$ cat config.mk
export PLATFORM = sky130hd
export DESIGN_NAME = add_sub_bcd_scan
export DESIGN_NICKNAME = d
export VERILOG_FILES = /design/src/rtl/add_sub_bcd_scan.sv
export SDC_FILE = /design/constraint.sdc
export NUM_CORES = 1
export LEC_CHECK = 0
export ABC_AREA = 0
export CAP_MARGIN = 0
export CORE_MARGIN = 1
export CORE_UTILIZATION = 50
export DETAILED_ROUTE_END_ITERATION = 7
export PLACE_DENSITY = 0.76
export REMOVE_ABC_BUFFERS = 1
export SLEW_MARGIN = 20
export SYNTH_ARGS = -nofsm -noshare
export SYNTH_HDL_FRONTEND = slang
export SYNTH_SLANG_ARGS = --single-unit
$ cat constraint.sdc
create_clock -name clk -period 2.2 [get_ports clk]
set_clock_uncertainty 0.1 [all_clocks]
set_input_delay 0.44 -clock clk [delete_from_list [all_inputs] [get_ports clk]]
set_output_delay 0.44 -clock clk [all_outputs]
set_load 0.03 [all_outputs]
$ cat src/rtl/add_sub_bcd_scan.sv
// Registered add/subtract, shift-add-3 BCD conversion and
// multiplexed active-low seven-segment scan.
module add_sub_bcd_scan #(
  parameter int WIDTH    = 8,
  parameter int DIGITS   = 3,
  parameter int SCAN_DIV = 4,
  parameter int BLANK    = 1
) (
  input  logic                clk,
  input  logic                rst_n,
  input  logic                start,
  input  logic                op,
  input  logic [WIDTH-1:0]    a,
  input  logic [WIDTH-1:0]    b,
  output logic                busy,
  output logic                done,
  output logic                neg,
  output logic [4*DIGITS-1:0] bcd,
  output logic [DIGITS-1:0]   an_n,
  output logic [6:0]          seg
);

  localparam int N  = WIDTH + 1;
  localparam int CW = $clog2(N + 1);
  localparam int IW = DIGITS > 1 ? $clog2(DIGITS) : 1;
  localparam int SW = SCAN_DIV > 1 ? $clog2(SCAN_DIV) : 1;

  function automatic longint pow10(input int n);
    longint p = 1;
    for (int i = 0; i < n; i++) p = p * 10;
    return p;
  endfunction

  if (WIDTH < 2 || WIDTH > 16) begin : g_bad_width
    $error("WIDTH must be 2..16");
  end
  if (pow10(DIGITS) <= (longint'(1) << N) - 1) begin : g_bad_digits
    $error("DIGITS too small for WIDTH");
  end
  if (SCAN_DIV < 1) begin : g_bad_div
    $error("SCAN_DIV must be >= 1");
  end

  typedef enum logic [1:0] {IDLE, CONV, COMMIT} state_t;

  state_t              st, st_nx;
  logic [N-1:0]        r, sh;
  logic [4*DIGITS-1:0] scr, adj;
  logic [CW-1:0]       cnt;
  logic                neg_nx;

  always_comb begin
    r = '0;
    if (!op)        r = {1'b0, a} + {1'b0, b};
    else if (a < b) r = {1'b0, b - a};
    else            r = {1'b0, a - b};
  end

  always_comb begin
    adj = scr;
    for (int i = 0; i < DIGITS; i++)
      if (scr[4*i +: 4] >= 4'd5)
        adj[4*i +: 4] = scr[4*i +: 4] + 4'd3;
  end

  always_comb begin
    st_nx = st;
    unique case (st)
      IDLE:    if (start) st_nx = CONV;
      CONV:    if (cnt == CW'(N - 1)) st_nx = COMMIT;
      COMMIT:  st_nx = IDLE;
      default: st_nx = IDLE;
    endcase
  end

  assign busy = (st != IDLE);

  always_ff @(posedge clk) begin
    if (!rst_n) st <= IDLE;
    else        st <= st_nx;
  end

  always_ff @(posedge clk) begin
    if (!rst_n) begin
      sh     <= '0;
      scr    <= '0;
      cnt    <= '0;
      neg_nx <= 1'b0;
      bcd    <= '0;
      neg    <= 1'b0;
      done   <= 1'b0;
    end else begin
      done <= 1'b0;
      unique case (st)
        IDLE: if (start) begin
          sh     <= r;
          scr    <= '0;
          cnt    <= '0;
          neg_nx <= op && (a < b);
        end
        CONV: begin
          scr <= {adj[4*DIGITS-2:0], sh[N-1]};
          sh  <= sh << 1;
          cnt <= cnt + CW'(1);
        end
        COMMIT: begin
          bcd  <= scr;
          neg  <= neg_nx;
          done <= 1'b1;
        end
        default: ;
      endcase
    end
  end

  function automatic logic [6:0] dec(input logic [3:0] d);
    case (d)
      4'd0:    dec = 7'h40;
      4'd1:    dec = 7'h79;
      4'd2:    dec = 7'h24;
      4'd3:    dec = 7'h30;
      4'd4:    dec = 7'h19;
      4'd5:    dec = 7'h12;
      4'd6:    dec = 7'h02;
      4'd7:    dec = 7'h78;
      4'd8:    dec = 7'h00;
      4'd9:    dec = 7'h10;
      default: dec = 7'h7F;
    endcase
  endfunction

  logic [SW-1:0] sc;
  logic [IW-1:0] idx;
  logic [3:0]    dig;
  logic          lz, blank;

  // lz walks down from the top digit: still all-zero so far
  always_comb begin
    dig   = '0;
    blank = 1'b0;
    lz    = 1'b1;
    for (int i = 0; i < DIGITS; i++)
      if (idx == IW'(i)) dig = bcd[4*i +: 4];
    for (int i = DIGITS - 1; i > 0; i--) begin
      lz = lz && (bcd[4*i +: 4] == 4'd0);
      if (idx == IW'(i)) blank = lz;
    end
    blank = blank && (BLANK != 0);
  end

  always_ff @(posedge clk) begin
    if (!rst_n) begin
      sc   <= '0;
      idx  <= '0;
      an_n <= '1;
      seg  <= 7'h7F;
    end else begin
      an_n <= ~(DIGITS'(1) << idx);
      seg  <= blank ? 7'h7F : dec(dig);
      if (sc == SW'(SCAN_DIV - 1)) begin
        sc  <= '0;
        idx <= (idx == IW'(DIGITS - 1)) ? '0 : idx + IW'(1);
      end else begin
        sc <= sc + SW'(1);
      end
    end
  end

endmodule

==> report_table.html <==
<table>
<tr><th>Metric</th><th>Value</th></tr>
<tr><th colspan="2">Final layout</th></tr>
<tr><td>Final-stage net count</td><td>585</td></tr>
<tr><td>Most common library cell in the layout ignoring fill and taps</td><td>sky130_fd_sc_hd__buf_4</td></tr>
<tr><td>Synth-to-layout area growth</td><td>35.49%</td></tr>
<tr><td>Core occupancy in the finished layout</td><td>0.7190</td></tr>
<tr><td>Commonest cells after routing, fill and taps aside</td><td>57 x sky130_fd_sc_hd__buf_4, 56 x sky130_fd_sc_hd__dfxtp_1, 46 x sky130_fd_sc_hd__nand2_1, 39 x sky130_fd_sc_hd__a21oi_1, 31 x sky130_fd_sc_hd__inv_1</td></tr>
<tr><td>Share of cells above drive strength 1</td><td>0.2581</td></tr>
<tr><td>Antenna diodes</td><td>0</td></tr>
<tr><td>Final cell count without fillers</td><td>600</td></tr>
<tr><td>Final Cell Area</td><td>4696 um2</td></tr>
<tr><th colspan="2">Synthesis</th></tr>
<tr><td>Fraction of the mapped netlist area in simple logic gates</td><td>0.1686</td></tr>
<tr><td>Multiplexer share of the synthesized area</td><td>0.02924</td></tr>
<tr><td>Synthesized-area fraction occupied by ao, oa, aoi and oai cells</td><td>0.2224</td></tr>
<tr><td>Post-synthesis area per instance</td><td>8.136 um2</td></tr>
<tr><td>Share of synthesized flip-flops with an asynchronous set or reset</td><td>0</td></tr>
<tr><td>XOR/XNOR share of the synthesized area</td><td>0.03032</td></tr>
<tr><td>Netlist Area Pre-Place</td><td>3466 um2</td></tr>
<tr><td>Yosys cell types</td><td>50</td></tr>
<tr><td>Main combinational cell family by area after synthesis</td><td>compound AO/OA/AOI/OAI gates</td></tr>
<tr><td>Number of enable flip-flop cells after synthesis</td><td>0</td></tr>
<tr><td>Syn Inst Count</td><td>426</td></tr>
<tr><td>Most common flop cell mapped by yosys</td><td>sky130_fd_sc_hd__dfxtp_1</td></tr>
<tr><td>Synth Area in Adders</td><td>0.1617</td></tr>
<tr><td>Post-synthesis sequential element count</td><td>56</td></tr>
<tr><td>Count of yosys warnings during synthesis</td><td>0</td></tr>
<tr><td>Post-synthesis sequential area ratio</td><td>0.3235</td></tr>
<tr><th colspan="2">Critical path</th></tr>
<tr><td>Path depth of the worst reg2reg path</td><td>8</td></tr>
<tr><td>Worst setup path category</td><td>in2reg</td></tr>
<tr><td>Flop-to-flop setup slack</td><td>0.21 ns</td></tr>
<tr><td>Arrival @ worst endpoint</td><td>2.23 ns</td></tr>
<tr><td>Terminus of the critical flop-to-flop path</td><td>seg[3]</td></tr>
<tr><td>Critical Path RT</td><td>2.30 ns</td></tr>
<tr><td>Worst flop-to-flop path startpoint</td><td>idx[1]</td></tr>
<tr><td>Critical path peak fanout</td><td>3</td></tr>
<tr><td>Type of destination of the critical path</td><td>register</td></tr>
<tr><td>Kind of launch point of the worst setup path</td><td>input port</td></tr>
<tr><th colspan="2">GRT</th></tr>
<tr><td>Antenna violations before repair</td><td>0</td></tr>
<tr><td>Remaining Overflow, GRT</td><td>0</td></tr>
<tr><td>Pin count of the biggest net entering global routing</td><td>24</td></tr>
<tr><td>GRT Overall Usage</td><td>0.2433</td></tr>
<tr><td>Via count of the first global-routing pass</td><td>3180</td></tr>
<tr><td>First-pass GRT wire length</td><td>14460 um</td></tr>
<tr><th colspan="2">Clocking</th></tr>
<tr><td>CTS clk-pin slew, worst paths</td><td>0.10 ns</td></tr>
<tr><td>Worst skew pair latency</td><td>0.31 ns</td></tr>
<tr><td>Clock root buffer</td><td>sky130_fd_sc_hd__clkbuf_8</td></tr>
<tr><td>CTS buffer count</td><td>5</td></tr>
<tr><td>H-tree Lvls</td><td>2</td></tr>
<tr><td>Clock Sinks</td><td>56</td></tr>
<tr><td>Clock tree from TritonCTS</td><td>built</td></tr>
<tr><td>CTS Buffer Depth</td><td>2</td></tr>
<tr><td>Post-CTS Hold Buffers</td><td>0</td></tr>
<tr><th colspan="2">STA</th></tr>
<tr><td>Minimum clock period after layout</td><td>2.122 ns</td></tr>
<tr><td>Transition at the pin with the smallest max-transition slack</td><td>0.5793 ns</td></tr>
<tr><td>Endpoints failing setup</td><td>0</td></tr>
<tr><td>Normalized max-slew margin</td><td>0.6112</td></tr>
<tr><td>Number of slew-limit violations in the final report</td><td>0</td></tr>
<tr><td>Setup repair after global routing missed its margin</td><td>no</td></tr>
<tr><td>Share of the clock period used by the worst path after layout</td><td>0.9645</td></tr>
<tr><td>Maximum clock frequency</td><td>471.3 MHz</td></tr>
<tr><td>Hold violation total from the final report</td><td>0</td></tr>
<tr><td>Worst path setup slack after routing</td><td>0.07807 ns</td></tr>
<tr><th colspan="2">Detailed routing</th></tr>
<tr><td>Total wire length</td><td>8759 um</td></tr>
<tr><td>Number of vias in the routed layout</td><td>3326</td></tr>
<tr><td>Met3 routed wirelength</td><td>444 um</td></tr>
<tr><td>Met2 routed WL</td><td>4211 um</td></tr>
<tr><td>Residual DRC</td><td>0</td></tr>
<tr><td>Number of vias per cell</td><td>5.543</td></tr>
<tr><td>Antenna-violating nets left</td><td>0</td></tr>
<tr><td>Pre-antenna DRT Iters</td><td>4</td></tr>
<tr><td>Uppermost layer routed</td><td>met4</td></tr>
<tr><td>Iteration-0 DRC Markers</td><td>158</td></tr>
<tr><td>Met1 wire length</td><td>3907 um</td></tr>
<tr><td>Routed WL per cell</td><td>14.60 um</td></tr>
<tr><th colspan="2">Power</th></tr>
<tr><td>Net switching power</td><td>0.6957 mW</td></tr>
<tr><td>Static power due to leakage</td><td>1.895 nW</td></tr>
<tr><td>Total Power</td><td>2.336 mW</td></tr>
<tr><td>Cell internal pwr</td><td>1.640 mW</td></tr>
<tr><td>Maximum VDD drop</td><td>0.2820 mV</td></tr>
<tr><td>Portion of total power attributed to the clock network</td><td>0.247</td></tr>
<tr><td>Combinational group share of total power</td><td>0.292</td></tr>
<tr><td>Switching share of power</td><td>0.2978</td></tr>
<tr><td>Power density cells</td><td>497.5 nW/um2</td></tr>
<tr><td>Portion of total power attributed to sequential cells</td><td>0.461</td></tr>
<tr><th colspan="2">Worst hold path</th></tr>
<tr><td>Type of the tightest min-delay check</td><td>reg2reg</td></tr>
<tr><td>Worst hold stages</td><td>1</td></tr>
<tr><td>Endpoint of the worst hold path</td><td>sc[0]</td></tr>
<tr><td>Worst Min Path Start</td><td>sc[0]</td></tr>
<tr><th colspan="2">Placed design</th></tr>
<tr><td>Standard cell area after detailed placement</td><td>4344 um2</td></tr>
<tr><td>GPL Wtd Cong</td><td>0.8983</td></tr>
<tr><td>Worst slack at placement</td><td>-0.7524 ns</td></tr>
<tr><td>Number of cells in the design after placement</td><td>584</td></tr>
<tr><td>Total of buffers placed on input and output ports</td><td>44</td></tr>
<tr><td>Final HPWL DP</td><td>6416 um</td></tr>
<tr><th colspan="2">Floorplanning</th></tr>
<tr><td>Ports</td><td>45</td></tr>
<tr><td>Initial Util</td><td>0.5307</td></tr>
<tr><td>Row count</td><td>29</td></tr>
<tr><td>Die boundary width</td><td>85.26 um</td></tr>
<tr><td>Placeable core region</td><td>6531 um2</td></tr>
<tr><td>Die Y</td><td>85.26 um</td></tr>
<tr><td>Overall die area</td><td>7268 um2</td></tr>
<tr><th colspan="2">Job</th></tr>
<tr><td>Count of maximum capacitance violations</td><td>0</td></tr>
<tr><th colspan="2">Status</th></tr>
<tr><td>Outcome</td><td>finished clean</td></tr>
</table>
==> layout make-up <==
class | instances | area, um2
multi-input combinational | 314 | 2375
fill | 487 | 1836
sequential | 56 | 1121
timing repair buffer | 106 | 860.8
inverter | 39 | 148.9
tap | 77 | 96.34
clock buffer | 7 | 86.33
clock inverter | 1 | 7.507
==> synthesized netlist by cell type (2+ instances only) <==
cell | n | share of area
sky130_fd_sc_hd__a21oi_1 | 43 | 0.062
sky130_fd_sc_hd__inv_1 | 39 | 0.042
sky130_fd_sc_hd__a31oi_1 | 4 | 0.0072
sky130_fd_sc_hd__nor2b_1 | 8 | 0.014
sky130_fd_sc_hd__a21oi_4 | 2 | 0.0094
sky130_fd_sc_hd__o22ai_1 | 7 | 0.013
sky130_fd_sc_hd__nor3_1 | 10 | 0.014
sky130_fd_sc_hd__fa_1 | 3 | 0.017
sky130_fd_sc_hd__clkbuf_1 | 14 | 0.015
sky130_fd_sc_hd__o21ai_0 | 23 | 0.033
sky130_fd_sc_hd__and3_1 | 5 | 0.0090
sky130_fd_sc_hd__a211oi_1 | 2 | 0.0043
sky130_fd_sc_hd__xor2_1 | 2 | 0.0051
sky130_fd_sc_hd__xnor2_1 | 10 | 0.025
sky130_fd_sc_hd__and2_1 | 2 | 0.0036
sky130_fd_sc_hd__nor4_1 | 4 | 0.0072
sky130_fd_sc_hd__dfxtp_1 | 56 | 0.32
sky130_fd_sc_hd__o31ai_1 | 3 | 0.0065
sky130_fd_sc_hd__nand3_1 | 8 | 0.012
sky130_fd_sc_hd__ha_1 | 40 | 0.14
sky130_fd_sc_hd__o21ai_2 | 2 | 0.0051
sky130_fd_sc_hd__or3_1 | 3 | 0.0054
sky130_fd_sc_hd__mux2i_1 | 9 | 0.026
sky130_fd_sc_hd__o21ai_1 | 4 | 0.0058
sky130_fd_sc_hd__a22oi_1 | 12 | 0.026
sky130_fd_sc_hd__o21bai_1 | 2 | 0.0043
sky130_fd_sc_hd__o21a_1 | 6 | 0.013
sky130_fd_sc_hd__nor2_1 | 29 | 0.031
sky130_fd_sc_hd__nand2b_1 | 6 | 0.011
sky130_fd_sc_hd__nand2_1 | 48 | 0.052
==> power groups by stage <==
stage / Combinational, mW / Sequential [mW] / Clock (mW)
global route: 0.734 / 1.08 / 0.631
detailed placement: 0.575 / 1.10 / 0
floorplan: 0.295 / 1.12 / 0
finish: 0.682 / 1.08 / 0.578
CTS: 0.621 / 1.08 / 0.584
global placement: 0.566 / 1.10 / 0
==> metal layers <==
metal,vias to the layer above,global-route usage
li1,1659,-
met1,1532,0.3163
met2,116,0.4054
met3,19,0.03891
met4,0,0.09545
met5,-,0
==> state kept, by name, summed over array words and instances (netlist names) <==
name / flops
st: 2
sh: 9
cnt: 4
scr: 12
done: 1
bcd: 12
an_n: 3
sc: 2
neg: 1
seg: 7
neg_nx: 1
idx: 2
==> what timing repair did <==
action,4_1_cts,5_1_grt
endpoints found under the setup margin,9,9
gates resized for setup,52,54
pin swaps,21,26
buffers inserted,2,6
==> metrics by stage <==
stage,hold slack [ns],TNS [ns]
2_1_floorplan,0.3043,-0.3385
3_3_place_gp,0.3145,-5.244
3_5_place_dp,0.3239,-5.755
4_1_cts,0.3380,0
5_1_grt,0.3537,0
6_report,0.3358,0
==> worst max-delay path, stage by stage <==
cell and delay (ns):
sky130_fd_sc_hd__buf_2 0.11, sky130_fd_sc_hd__inv_1 0.05, sky130_fd_sc_hd__ha_2 0.18, sky130_fd_sc_hd__fa_2 0.37, sky130_fd_sc_hd__o21ai_4 0.22, sky130_fd_sc_hd__a41o_1 0.26, sky130_fd_sc_hd__buf_4 0.13, sky130_fd_sc_hd__nand3b_1 0.07
sky130_fd_sc_hd__a31oi_1 0.17, sky130_fd_sc_hd__xnor2_1 0.14, sky130_fd_sc_hd__o22ai_1 0.08
==> worst max path at each step <==
stage | cells past startpoint | slack, ns | end | from
6_report | 11 | 0.08 | sh[3] | a[0]
5_1_grt | 6 | 0.004 | seg[2] | idx[1]
4_1_cts | 10 | 0.004 | sh[7] | b[0]
2_1_floorplan | 9 | -0.16 | sh[3] | a[5]
3_3_place_gp | 10 | -0.67 | sh[5] | a[0]
3_5_place_dp | 10 | -0.75 | sh[7] | a[0]
==> cell families (layout without fill, tap and decap cells) <==
kind of cell,Yosys count,count (layout)
AO/OA/AOI/OAI,122,122
XOR/XNOR,12,12
adder cells (fa/ha/maj),43,43
buffers and inverters,56,153
flip-flops,56,56
multiplexers,10,10
AND/OR/NAND/NOR,127,127
No activity file was read; power rests on OpenSTA's default activity.
